$ cat src/rtl/uart_pkg.sv
`default_nettype none
`timescale 1ns/1ps
// ============================================================================
// Module   : uart_pkg
// Purpose  : Shared UART definitions: receiver FSM state encoding and the
//            default frame geometry used by both the transmitter and receiver.
// Ports    : none (package)
// Revision : 1.0 - initial release
// ============================================================================
package uart_pkg;

    // Default frame geometry (8N1). Both ends of the link must agree.
    localparam int c_CLKS_PER_BIT_DEF = 16;
    localparam int c_DATA_BITS_DEF    = 8;

    // Receiver FSM state encoding (binary).
    localparam logic [1:0] c_ST_IDLE  = 2'd0;
    localparam logic [1:0] c_ST_START = 2'd1;
    localparam logic [1:0] c_ST_DATA  = 2'd2;
    localparam logic [1:0] c_ST_STOP  = 2'd3;

endpackage : uart_pkg
`default_nettype wire

$ cat src/rtl/uart_sipo.sv
`default_nettype none
`timescale 1ns/1ps
// ============================================================================
// Module   : uart_sipo
// Purpose  : Serial-in / parallel-out shift register. Shifts right with the
//            serial input entering at the MSB, so after WIDTH shifts of an
//            LSB-first stream the first bit received sits in par_out[0].
// Ports    : clk       - system clock
//            rst       - asynchronous active-low clear
//            shift_en  - shift one position this cycle
//            serial_in - bit inserted at the MSB
//            par_out   - current register contents
// Revision : 1.0 - initial release
// ============================================================================
module uart_sipo
    import uart_pkg::*;
#(
    parameter int WIDTH = c_DATA_BITS_DEF
) (
    input  logic             clk,
    input  logic             rst,
    input  logic             shift_en,
    input  logic             serial_in,
    output logic [WIDTH-1:0] par_out
);

    logic [WIDTH-1:0] r_shift;

    always_ff @(posedge clk or negedge rst) begin
        if (!rst) begin
            r_shift <= '0;
        end else if (shift_en) begin
            r_shift <= {serial_in, r_shift[WIDTH-1:1]};
        end
    end

    assign par_out = r_shift;

endmodule : uart_sipo
`default_nettype wire

$ cat src/rtl/uart_rx.sv
`default_nettype none
`timescale 1ns/1ps
// ============================================================================
// Module   : uart_rx
// Purpose  : UART receiver, 8N1, idle-high line. Synchronises rx, detects
//            the start edge, samples each bit at mid-bit, assembles the byte
//            LSB-first and hands it over with a valid/ack handshake.
// Ports    : clk         - system clock
//            rst         - asynchronous active-low reset
//            rx          - asynchronous serial line (idle = 1)
//            data_ack    - one-cycle pulse: consumer took data_out
//            data_out    - last good received byte (bit 0 received first)
//            data_valid  - data_out holds an unacknowledged byte
//            framing_err - one-cycle pulse: stop bit sampled as 0
//            overrun     - sticky: byte completed while data_valid was set
//            busy        - receiver is not idle
// Revision : 1.0 - initial release
// ============================================================================
module uart_rx
    import uart_pkg::*;
#(
    parameter int CLKS_PER_BIT = c_CLKS_PER_BIT_DEF,
    parameter int DATA_BITS    = c_DATA_BITS_DEF
) (
    input  logic                 clk,
    input  logic                 rst,
    input  logic                 rx,
    input  logic                 data_ack,
    output logic [DATA_BITS-1:0] data_out,
    output logic                 data_valid,
    output logic                 framing_err,
    output logic                 overrun,
    output logic                 busy
);

    localparam int c_CNT_W = $clog2(CLKS_PER_BIT);
    localparam int c_IDX_W = $clog2(DATA_BITS);

    localparam logic [c_CNT_W-1:0] c_CNT_HALF = c_CNT_W'(CLKS_PER_BIT / 2 - 1);
    localparam logic [c_CNT_W-1:0] c_CNT_LAST = c_CNT_W'(CLKS_PER_BIT - 1);
    localparam logic [c_IDX_W-1:0] c_IDX_LAST = c_IDX_W'(DATA_BITS - 1);

    // ------------------------------------------------------------------
    // Synchroniser. Flops reset to 1 (idle line) so leaving reset never
    // looks like a start edge.
    // ------------------------------------------------------------------
    logic r_sync1;
    logic r_rx_s;
    logic r_rx_d;

    always_ff @(posedge clk or negedge rst) begin
        if (!rst) begin
            r_sync1 <= 1'b1;
            r_rx_s  <= 1'b1;
            r_rx_d  <= 1'b1;
        end else begin
            r_sync1 <= rx;
            r_rx_s  <= r_sync1;
            r_rx_d  <= r_rx_s;
        end
    end

    // ------------------------------------------------------------------
    // Receive FSM and counters
    // ------------------------------------------------------------------
    logic [1:0]           r_state;
    logic [c_CNT_W-1:0]   r_cnt;
    logic [c_IDX_W-1:0]   r_idx;

    logic                 w_fall;
    logic                 w_start_tc;
    logic                 w_bit_tc;
    logic                 w_stop_tc;
    logic                 w_byte_done;
    logic                 w_frame_err;
    logic [DATA_BITS-1:0] w_sipo_out;

    // A level-low line is not a start: a 1 -> 0 transition is required.
    assign w_fall      = r_rx_d & ~r_rx_s;
    assign w_start_tc  = (r_state == c_ST_START) && (r_cnt == c_CNT_HALF);
    assign w_bit_tc    = (r_state == c_ST_DATA)  && (r_cnt == c_CNT_LAST);
    assign w_stop_tc   = (r_state == c_ST_STOP)  && (r_cnt == c_CNT_LAST);
    assign w_byte_done = w_stop_tc &  r_rx_s;
    assign w_frame_err = w_stop_tc & ~r_rx_s;

    always_ff @(posedge clk or negedge rst) begin
        if (!rst) begin
            r_state <= c_ST_IDLE;
            r_cnt   <= '0;
            r_idx   <= '0;
        end else begin
            case (r_state)
                c_ST_IDLE: begin
                    r_cnt <= '0;
                    if (w_fall) begin
                        r_state <= c_ST_START;
                    end
                end

                // Half a bit period lands the following samples at mid-bit.
                c_ST_START: begin
                    if (w_start_tc) begin
                        r_cnt <= '0;
                        r_idx <= '0;
                        // Line back high at mid-start: treat as a glitch.
                        r_state <= r_rx_s ? c_ST_IDLE : c_ST_DATA;
                    end else begin
                        r_cnt <= r_cnt + 1'b1;
                    end
                end

                c_ST_DATA: begin
                    if (w_bit_tc) begin
                        r_cnt <= '0;
                        if (r_idx == c_IDX_LAST) begin
                            r_state <= c_ST_STOP;
                            r_idx   <= '0;
                        end else begin
                            r_idx <= r_idx + 1'b1;
                        end
                    end else begin
                        r_cnt <= r_cnt + 1'b1;
                    end
                end

                c_ST_STOP: begin
                    if (w_stop_tc) begin
                        r_cnt   <= '0;
                        r_state <= c_ST_IDLE;
                    end else begin
                        r_cnt <= r_cnt + 1'b1;
                    end
                end

                default: begin
                    r_state <= c_ST_IDLE;
                    r_cnt   <= '0;
                    r_idx   <= '0;
                end
            endcase
        end
    end

    assign busy = (r_state != c_ST_IDLE);

    // ------------------------------------------------------------------
    // Data path: one shift per mid-bit sample
    // ------------------------------------------------------------------
    uart_sipo #(
        .WIDTH (DATA_BITS)
    ) u_sipo (
        .clk       (clk),
        .rst       (rst),
        .shift_en  (w_bit_tc),
        .serial_in (r_rx_s),
        .par_out   (w_sipo_out)
    );

    // ------------------------------------------------------------------
    // Output handshake. A byte completing in the same cycle as data_ack
    // replaces the acknowledged one, so it is not an overrun.
    // ------------------------------------------------------------------
    always_ff @(posedge clk or negedge rst) begin
        if (!rst) begin
            data_out    <= '0;
            data_valid  <= 1'b0;
            framing_err <= 1'b0;
            overrun     <= 1'b0;
        end else begin
            framing_err <= w_frame_err;
            if (w_byte_done) begin
                data_out   <= w_sipo_out;
                data_valid <= 1'b1;
                overrun    <= data_ack ? 1'b0 : (overrun | data_valid);
            end else if (data_ack) begin
                data_valid <= 1'b0;
                overrun    <= 1'b0;
            end
        end
    end

endmodule : uart_rx
`default_nettype wire

$ cat config.mk
export PLATFORM = sky130hd
export DESIGN_NAME = uart_rx
export DESIGN_NICKNAME = d
export VERILOG_FILES = /design/src/rtl/uart_pkg.sv /design/src/rtl/uart_sipo.sv /design/src/rtl/uart_rx.sv
export SDC_FILE = /design/constraint.sdc
export NUM_CORES = 1
export LEC_CHECK = 0
export CAP_MARGIN = 20
export CORE_ASPECT_RATIO = 2
export CORE_MARGIN = 5
export CORE_UTILIZATION = 47
export DETAILED_ROUTE_END_ITERATION = 8
export PLACE_DENSITY = 0.69
export SLEW_MARGIN = 20
export SYNTH_ARGS = -nofsm -noshare
export SYNTH_HDL_FRONTEND = slang
export SYNTH_HIERARCHICAL = 1
export SYNTH_SLANG_ARGS = --single-unit
$ cat constraint.sdc
create_clock -name clk -period 1.66 [get_ports clk]
set_input_delay 0.166 -clock clk [delete_from_list [all_inputs] [get_ports clk]]
set_output_delay 0.166 -clock clk [all_outputs]
set_load 0.02 [all_outputs]
==> impl_metrics.csv <==
group,metric,value,unit
drt,routedWlPerCell,15.67,um
die,rows,27,
timing,skew,0.006434,ns
status,status,"finished, final reports clean",
yosys,ys_types,32,
clock_network,clock_path_buffers,2,
timing,finalHoldViolations,0,
final_layout,drive_above_1_share,0.2857,
clock_network,htree_levels,2,
power_and_ir_drop,p_leak,0.7815,nW
final_layout,fillers,237,
clock_network,cts-hold-fix-buffers,0,
worst_setup_path,critPathArrivalTime,1.73,ns
yosys,ys_warn_count,6,
worst_setup_path,critPathMaxFanout,5,
yosys,synth.avg_cell_area,13.43,um2
timing,setup_violations,0,
timing,worst_pin_slew,0.3828,ns
clock_network,post_cts.repair.setup_buffers,0,
yosys,synth_edf_count,0,
yosys,synth_top_area_cell,"dfrtp_1",
worst_setup_path,cp-start-kind,"flip-flop",
placement,gp_congestion,0.8438,
drt,vias,852,
die,core_area,0.002770,mm2
yosys,ys_seq_area_frac,0.5747,
timing,max_freq,641.7,MHz
drt,first_iter_violations,11,
final_layout,antennaDiodeCount,0,
grt,grt_pass1_vias,939,
clock_network,cts_tree,"done",
clock_network,cts.sink_count,31,
yosys,yosys-top-cells-count,"28 x dfrtp_1, 10 x nor2_1, 8 x mux2_2, 8 x mux2_4, 6 x inv_1",
worst_setup_path,path_class,"reg2reg",
flow_run,maxCapViolCount,0,
yosys,synth_top_area_frac,0.5166,
final_layout,area_growth,20.94,%
clock_network,path_clk_slew,0.07,ns
grt,grt_use_total,0.1481,
timing,rsz0062_at_grt,"no",
yosys,synth_fp_nets,108,
power_and_ir_drop,powerDensity,1144,mW/mm2
timing,period_share,0.9387,
clock_network,clk_latency,0.28,ns
timing,fin_crit,1.558,ns
yosys,async_flop_share,1.000,
clock_network,cts_root_buffer,"clkbuf_8",
power_and_ir_drop,ir_worst_vdd,0.9229,mV
drt,ant_nets,0,
clock_network,numCtsBuffers,5,
die,die_area,0.004125,mm2
yosys,yosysMostFrequentCell,"dfrtp_1",
timing,fin_setup_tns,0,ns
timing,hold_ws,0.2666,ns
yosys,synth_top_flop_cell,"dfrtp_1",
hold_path,min_path_type,"in2async",
final_layout,post-route-util,0.5921,
yosys,syn_inst,101,
worst_setup_path,end_kind,"flip-flop",
worst_setup_path,critPathRequiredTime,1.83,ns
placement,hpwl,1.787,mm
die,start_util,0.4896,
grt,grt_max_degree,32,
placement,portBuffers,15,
grt,grt_pass1_wl,4.319,mm
grt,grt.overflow.total,0,
grt,antenna_found_initial,0,
yosys,ys_ff_latch,31,
drt,first_pass_iters,4,
drt,wl,2.429,mm
drt,post-route-drc-count,0,
timing,slew_headroom,0.7448,
die,die_w,47.99,um
final_layout,finalNetCount,132,
drt,viasPerCell,5.497,
die,ios,16,
timing,maxSlewViolCount,0,
yosys,syn_area,0.001356,mm2
yosys,synth.area.top_cells,"dfrtp_1 52%, mux2_4 8.9%, mux2_2 6.6%, dfstp_2 5.8%, ha_1 2.8%",
die,die_h,85.97,um
==> through the flow <==
step	setup slack [ns]	instance area (um2)	instances	power (mW)
after floorplan	0.08276	1356	101	1.222
after global placement	0.1368	1559	147	1.322
after detailed placement	0.1115	1559	147	1.338
after CTS	0.09695	1640	155	1.901
after global routing	0.03249	1640	155	2.014
final	0.1017	1640	155	1.876
==> final cells by class <==
cell class                 instances  area (um2)  area share
clock inverter                     1       5.005    0.003051
inverter                           6       22.52     0.01373
timing repair buffer              22       201.4      0.1228
tap                               29       36.28     0.02212
multi-input combinational         59       518.0      0.3158
clock buffer                       7       76.32     0.04653
sequential                        31       780.7      0.4760
==> kinds of logic after synthesis <==
| kind of cell | share of synthesized area |
|---|---|
| AND/OR/NAND/NOR | 0.1052 |
| XOR/XNOR | 0.01938 |
| buffers and inverters | 0.04335 |
| multiplexers | 0.1550 |
| adder cells (fa/ha/maj) | 0.02768 |
| flip-flops | 0.5747 |
| AO/OA/AOI/OAI | 0.07474 |
==> flip-flops by register name, summed over array words and instances (netlist names), named ones only <==
register,flops
u_sipo/par_out,8
r_cnt,4
data_out,8
r_rx_s,1
r_rx_d,1
r_sync1,1
data_valid,1
framing_err,1
overrun,1
r_state,1
r_idx,3
==> report_power, final <==
group          switching (mW)  internal [mW]  leakage (nW)  total (mW)
clock                   0.263          0.293        0.0422       0.556
combinational           0.204          0.174         0.330       0.377
sequential              0.106          0.836         0.410       0.943
==> worst paths after layout <==
| check | start | to | slack [ns] | cells after the start |
|---|---|---|---|---|
| worst max-delay path | r_cnt[0]$_DFF_PN0_ | r_idx[0]$_DFFE_PN0P_ | 0.10 | 5 |
| worst min-delay path | rst | r_idx[0]$_DFFE_PN0P_ | 0.27 | 2 |
| worst max register to register | r_cnt[0]$_DFF_PN0_ | r_idx[0]$_DFFE_PN0P_ | 0.10 | 5 |
| worst min register to register | r_sync1$_DFF_PN1_ | r_rx_s$_DFF_PN1_ | 0.35 | 0 |
| max in group asynchronous | rst | r_sync1$_DFF_PN1_ | 1.07 | 2 |
| min in group clk | rx | r_sync1$_DFF_PN1_ | 0.30 | 1 |
==> routing by layer <==
metal | vias up | GRT usage | wire length (um)
li1 | 398 | - | -
met2 | 17 | 0.2352 | 1325
met1 | 426 | 0.1621 | 888
met4 | 0 | 0.08333 | 107
met5 | - | 0 | 0
met3 | 11 | 0.05042 | 107
==> critical path, cell delays in order (launching register included) <==
cell,delay [ns]
dfrtp_1,0.40
ha_1,0.25
buf_4,0.16
and4b_1,0.22
nor4bb_1,0.16
a211o_1,0.26
==> cells in the final DEF (no fill, tap or decap) <==
cell type,instances
clkbuf_1,2
and4b_1,1
buf_4,7
nand4_4,1
nor3_4,1
a21o_2,1
nor2_1,10
a21oi_1,4
o211ai_1,1
dlygate4sd2_1,1
mux2_2,8
clkdlybuf4s50_1,14
nor4bb_1,1
nand4b_1,1
o22ai_1,1
clkbuf_8,5
a32oi_1,1
dfrtp_1,27
o21bai_1,1
xor2_1,1
a211o_1,1
inv_1,6
o21a_1,1
dfstp_2,3
o32ai_1,2
mux2_4,8
nor3_1,1
dfrtp_2,1
clkinv_2,1
nor2b_1,1
nand3_1,4
o22a_1,1
xnor2_1,2
nand2_1,2
ha_1,3
==> what timing repair did <==
action                                 CTS  global route
setup endpoints to repair                1             0
resized for setup                        2             0
endpoints found under the hold margin    0             0
Power figures use the tool's default switching activity.
==> edit 1, RTL diff (same flow settings) <==
Change the package constant `c_DATA_BITS_DEF` from 8 to 32.
--- a/src/rtl/uart_pkg.sv
+++ b/src/rtl/uart_pkg.sv
@@ -13,3 +13,3 @@
     localparam int c_CLKS_PER_BIT_DEF = 16;
-    localparam int c_DATA_BITS_DEF    = 8;
+    localparam int c_DATA_BITS_DEF    = 32;
 
Ports: changed (resized data_out); port bits go from 16 to 40. No check against the original RTL was run, so the function may have changed too.
==> edit 1 against the original RTL <==
- the run now ends with negative setup slack left
- worst hold slack worse by 0.023 ns
- sequential cell count is 50 higher
- sequential share of layout area shrank 0.77 points
- highest routed layer unchanged
- design area grew to 2.6 times the old value
- synthesized area increased by 140%
- cell count rose by 140%
- power increased by 120%
- critical path depth up 1
- worst setup slack got worse by 0.12 ns
- wire length is 140% higher
- sequential power rose by 110%
==> edit 1: results (changes against the original RTL) <==
Setup path:
- The largest driver fanout on the critical path is 2 (-3).
- The endpoint identified for the worst register-to-register timing path is r_idx[3].
- The arrival time of data at the critical path endpoint is 1.94 ns (+0.21 ns).

Timing:
- The setup-violating endpoint count in the final report was 1 (+1).
- The accumulated negative setup slack is -0.01869 ns (-0.01869 ns).
- The relative max-transition margin is 73.39% (-1.1 points).
- The worst path setup slack after routing was -0.01869 ns (-0.1204 ns).

Power and ir drop:
- The power drawn by the combinational cells is 98.0 uW (-74%).
- The design internal power was 3275 uW (+150%).
- The total leakage power was 0.002069 uW (+160%).

Logic synthesis:
- The number of cells produced by synthesis was 212 (+110%).
- The net count of the mapped netlist is 219 (+100%).

Outcome:
- The flow ran to the end, but the final reports show violations.
- The checks that failed: negative setup slack.

Route:
- The DRC marker count from the first detailed-route iteration was 102 (+91).
- The amount of wire on met2 after detailed routing is 2975 um (+120%).
- The met1 layer wirelength in the final routing was 2502 um (+180%).

Placed design:
- The worst-case setup slack after placement is -0.02284 ns (-0.1344 ns).
- The total placed cells including tap cells is 350 (+140%).
- The final estimated routing congestion in global placement came to 0.7624 (-9.6%).

Global route:
- The global-route wire length before repair came to 9735 um (+130%).
- The routing usage on met1 came to 17.21% (+0.99 points).
- The global-route total usage across every layer is 13.80% (-1.0 points).
- The global-route track usage on met3 is 3.127% (-1.9 points).
- The number of global-route vias before repair is 2,004 (+110%).

Clocking:
- The count of hold-fix buffers inserted at cts is 1 (+1).
- The clock tree root buffer cell is sky130_fd_sc_hd__clkbuf_16.
- The post-cts gate resize count is 5 (+3).

Hold path:
- The worst hold-check path type is primary input to register.

Cells and area:
- The share of cells above drive strength 1 came to 42.55% (+14 points).
edit 1: cell count changes after synthesis, moves of 6 or more:
| cell | unedited run | this run |
|---|---|---|
| sky130_fd_sc_hd__dfrtp_1 | 28 | 78 |
| sky130_fd_sc_hd__mux2_2 | 8 | 35 |
| sky130_fd_sc_hd__mux2_4 | 8 | 30 |
| sky130_fd_sc_hd__nand2_1 | 2 | 8 |
edit 1: layout make-up:
cell class	count	area [um^2]
Clock buffer	12	256.5
Clock inverter	4	51.30
Fill cell	492	2601
Inverter	3	11.26
Multi-Input combinational cell	118	1244
Sequential cell	81	2032
Tap cell	90	112.6
Timing Repair Buffer	64	631.9
edit 1: worst max-delay path: stages (launching register included):
cell	delay, ns
sky130_fd_sc_hd__dfrtp_1	0.40
sky130_fd_sc_hd__ha_2	0.20
sky130_fd_sc_hd__and3_4	0.19
sky130_fd_sc_hd__ha_4	0.15
sky130_fd_sc_hd__nand2b_4	0.13
sky130_fd_sc_hd__or4_1	0.46
sky130_fd_sc_hd__nand3_1	0.08
edit 1: worst max-delay path by stage:
stage | end | from | cells after the start
6_report | r_idx[3] | r_idx[1] | 6
5_1_grt | r_idx[3] | r_idx[1] | 6
4_1_cts | r_idx[3] | r_idx[0] | 6
3_5_place_dp | r_idx[3] | r_idx[1] | 6
3_3_place_gp | r_idx[3] | r_idx[1] | 6
2_1_floorplan | r_idx[3] | r_idx[0] | 6
edit 1: logic make-up (layout without fill, tap and decap cells):
| logic type | count (synthesis) | after routing | synth area share [%] |
|---|---|---|---|
| compound gates | 12 | 12 | 2.488 |
| xor+xnor | 2 | 2 | 0.5278 |
| buf+inv | 13 | 83 | 3.618 |
| fa+ha+maj | 3 | 3 | 1.131 |
| simple gates | 36 | 36 | 5.617 |
| flops | 81 | 81 | 61.18 |
| mux | 65 | 65 | 25.44 |
==> edit 2, RTL diff (same flow settings) <==
Without the edit above. Make the reset (`rst`) synchronous in 4 clocked blocks. Comments in the files are not updated.
--- a/src/rtl/uart_sipo.sv
+++ b/src/rtl/uart_sipo.sv
@@ -28,3 +28,3 @@
 
-    always_ff @(posedge clk or negedge rst) begin
+    always_ff @(posedge clk) begin
         if (!rst) begin
--- a/src/rtl/uart_rx.sv
+++ b/src/rtl/uart_rx.sv
@@ -50,3 +50,3 @@
 
-    always_ff @(posedge clk or negedge rst) begin
+    always_ff @(posedge clk) begin
         if (!rst) begin
@@ -85,3 +85,3 @@
 
-    always_ff @(posedge clk or negedge rst) begin
+    always_ff @(posedge clk) begin
         if (!rst) begin
@@ -162,3 +162,3 @@
     // ------------------------------------------------------------------
-    always_ff @(posedge clk or negedge rst) begin
+    always_ff @(posedge clk) begin
         if (!rst) begin
Formal check against the unedited RTL: differs if rst is asserted again (counterexample within 4 cycles, from zero or initial values and one cycle with rst low); with rst held inactive, the same outputs for 10 cycles.
==> edit 2 against the original RTL <==
- design area is 6.1% lower
- sequential cell count unchanged
- worst hold slack improved by 0.14 ns
- worst setup slack gained 0.051 ns
- global-route usage up 2.8 points
- synthesized area shrank 7.2%
- sequential share of layout area decreased by 7.2 points
- wire length grew 18%
- largest cell class unchanged
- highest routed layer unchanged
Power is not compared: it rests on default switching activity, and its combinational part moved more than twofold at a synthesized area within 25%.
==> edit 2: results (changes against the original RTL) <==
Logic synthesis:
- By area the synthesized netlist is led by sky130_fd_sc_hd__dfxtp_1 (49%), sky130_fd_sc_hd__mux2i_1 (6.4%), sky130_fd_sc_hd__nor2b_1 (5.5%), sky130_fd_sc_hd__a21oi_1 (5.2%), sky130_fd_sc_hd__nand3_1 (5.2%).
- The number of cells produced by synthesis is 133 (+32%).
- After synthesis, the most frequently instantiated cells are sky130_fd_sc_hd__dfxtp_1 (31), sky130_fd_sc_hd__a21oi_1 (13), sky130_fd_sc_hd__nand3_1 (13), sky130_fd_sc_hd__o21ai_0 (13), sky130_fd_sc_hd__nor2b_1 (11).
- The number of different library cells in the post-synthesis netlist came to 31 (-3.1%).
- The net count of the mapped netlist is 140 (+30%).
- The proportion of synthesized flip-flops having asynchronous set or reset is 0% (-100 points).
- The sequential cell area fraction in the yosys report is 49.30% (-8.2 points).

Route:
- The routed wire length on met3 came to 81 um (-24%).
- The per-cell routed wire length is 15.86 um (+1.2%).
- The vias after detailed routing was 1,057 (+24%).
- The DRC marker count from the first detailed-route iteration is 37 (+26).
- The met1 layer wirelength in the final routing came to 1154 um (+30%).

Cells and area:
- The share of cells above drive strength 1 is 9.804% (-19 points).
- The filler cell count in the final layout is 232 (-2.1%).
- The net count of the finished layout is 159 (+20%).

Setup path:
- The cell type group with the largest total delay on the critical path is simple AND/OR/NAND/NOR gates.
- The worst register-to-register path ends at u_sipo/par_out[0].
- The slowest stage of the critical path belongs to the cell sky130_fd_sc_hd__dfxtp_1.
- The delay of the slowest cell on the worst path is 0.35 ns (-0.05 ns).
- The critical path launch point is r_cnt[0].
- The arrival time of data at the critical path endpoint came to 1.68 ns (-0.05 ns).
- The path depth of the worst reg2reg path is 6 (+1).
- The startpoint of the lowest-slack register-to-register path is r_cnt[0].

Outcome:
- The run finished with clean final reports.

Global route:
- The global-route wire length before repair was 4988 um (+15%).
- The largest net degree at the start of global routing was 15 (-53%).
- The global-route total usage across every layer is 17.65% (+2.8 points).

Timing:
- The relative max-transition margin is 59.78% (-15 points).
- The final period utilization is 90.83% (-3.0 points).
- The hold slack came to 0.4054 ns (+0.1388 ns).
- The clock skew is 0.004006 ns (-0.002428 ns).

Placed design:
- The worst-case setup slack after placement is 0.1331 ns (+0.02160 ns).
- The HPWL reported at the end of detailed placement is 2059 um (+15%).
- The total placed cells including tap cells is 173 (+18%).
- The final estimated routing congestion in global placement is 0.7967 (-5.6%).

Hold path:
- The worst hold-check path type is register to register.

Clocking:
- The post-cts gate resize count came to 1 (-1).
==> edit 2: changes by cell type in the layout (fill, tap and decap cells not counted), sizes merged, moves of 7 or more <==
cell | before | now
dfxtp | 0 | 31
nor2 | 10 | 3
nor2b | 1 | 11
mux2 | 16 | 0
a21oi | 4 | 13
dfrtp | 28 | 0
o21ai | 0 | 13
nand3 | 4 | 13
mux2i | 0 | 8
==> edit 2: cell families after synthesis <==
family,count (synthesis),share of synthesized area [%]
AND/OR/NAND/NOR,48,22.57
adder cells (fa/ha/maj),3,2.982
multiplexers,8,6.362
buffers and inverters,10,4.075
XOR/XNOR,2,1.392
AO/OA/AOI/OAI,31,13.32
flip-flops,31,49.30
==> edit 2: cell type report <==
cell class | instances | area, um^2 | share of cell area [%]
flip-flops and latches | 31 | 621.8 | 40.37
multi-input cells | 92 | 589.3 | 38.26
repair buffers | 19 | 182.7 | 11.86
clock buffers | 8 | 100.1 | 6.499
well taps | 28 | 35.03 | 2.275
inverters | 3 | 11.26 | 0.7311
==> edit 2: power breakdown <==
group / internal (uW) / total, uW / leakage (uW) / switching, uW
registers: 749 / 755 / 0.000251 / 5.88
logic: 19.5 / 41.1 / 0.000268 / 21.6
clock network: 378 / 650 / 0.0000515 / 272
total: 1150 / 1450 / 0.000570 / 299
==> edit 2: metrics by stage <==
stage / area, um^2 / power (uW) / util (%)
after global routing: 1540 / 1508 / 59.93
after global placement: 1434 / 811.4 / 55.79
after CTS: 1535 / 1463 / 59.74
final: 1540 / 1446 / 59.93
after floorplan: 1259 / 790.4 / -
after detailed placement: 1434 / 812.5 / 55.79
==> edit 2: per-layer routing <==
layer / vias to the layer above / global-route usage, %
li1: 512 / -
met1: 507 / 19.65
met2: 25 / 28.02
met3: 13 / 4.545
met4: 0 / 10.88
met5: - / 0
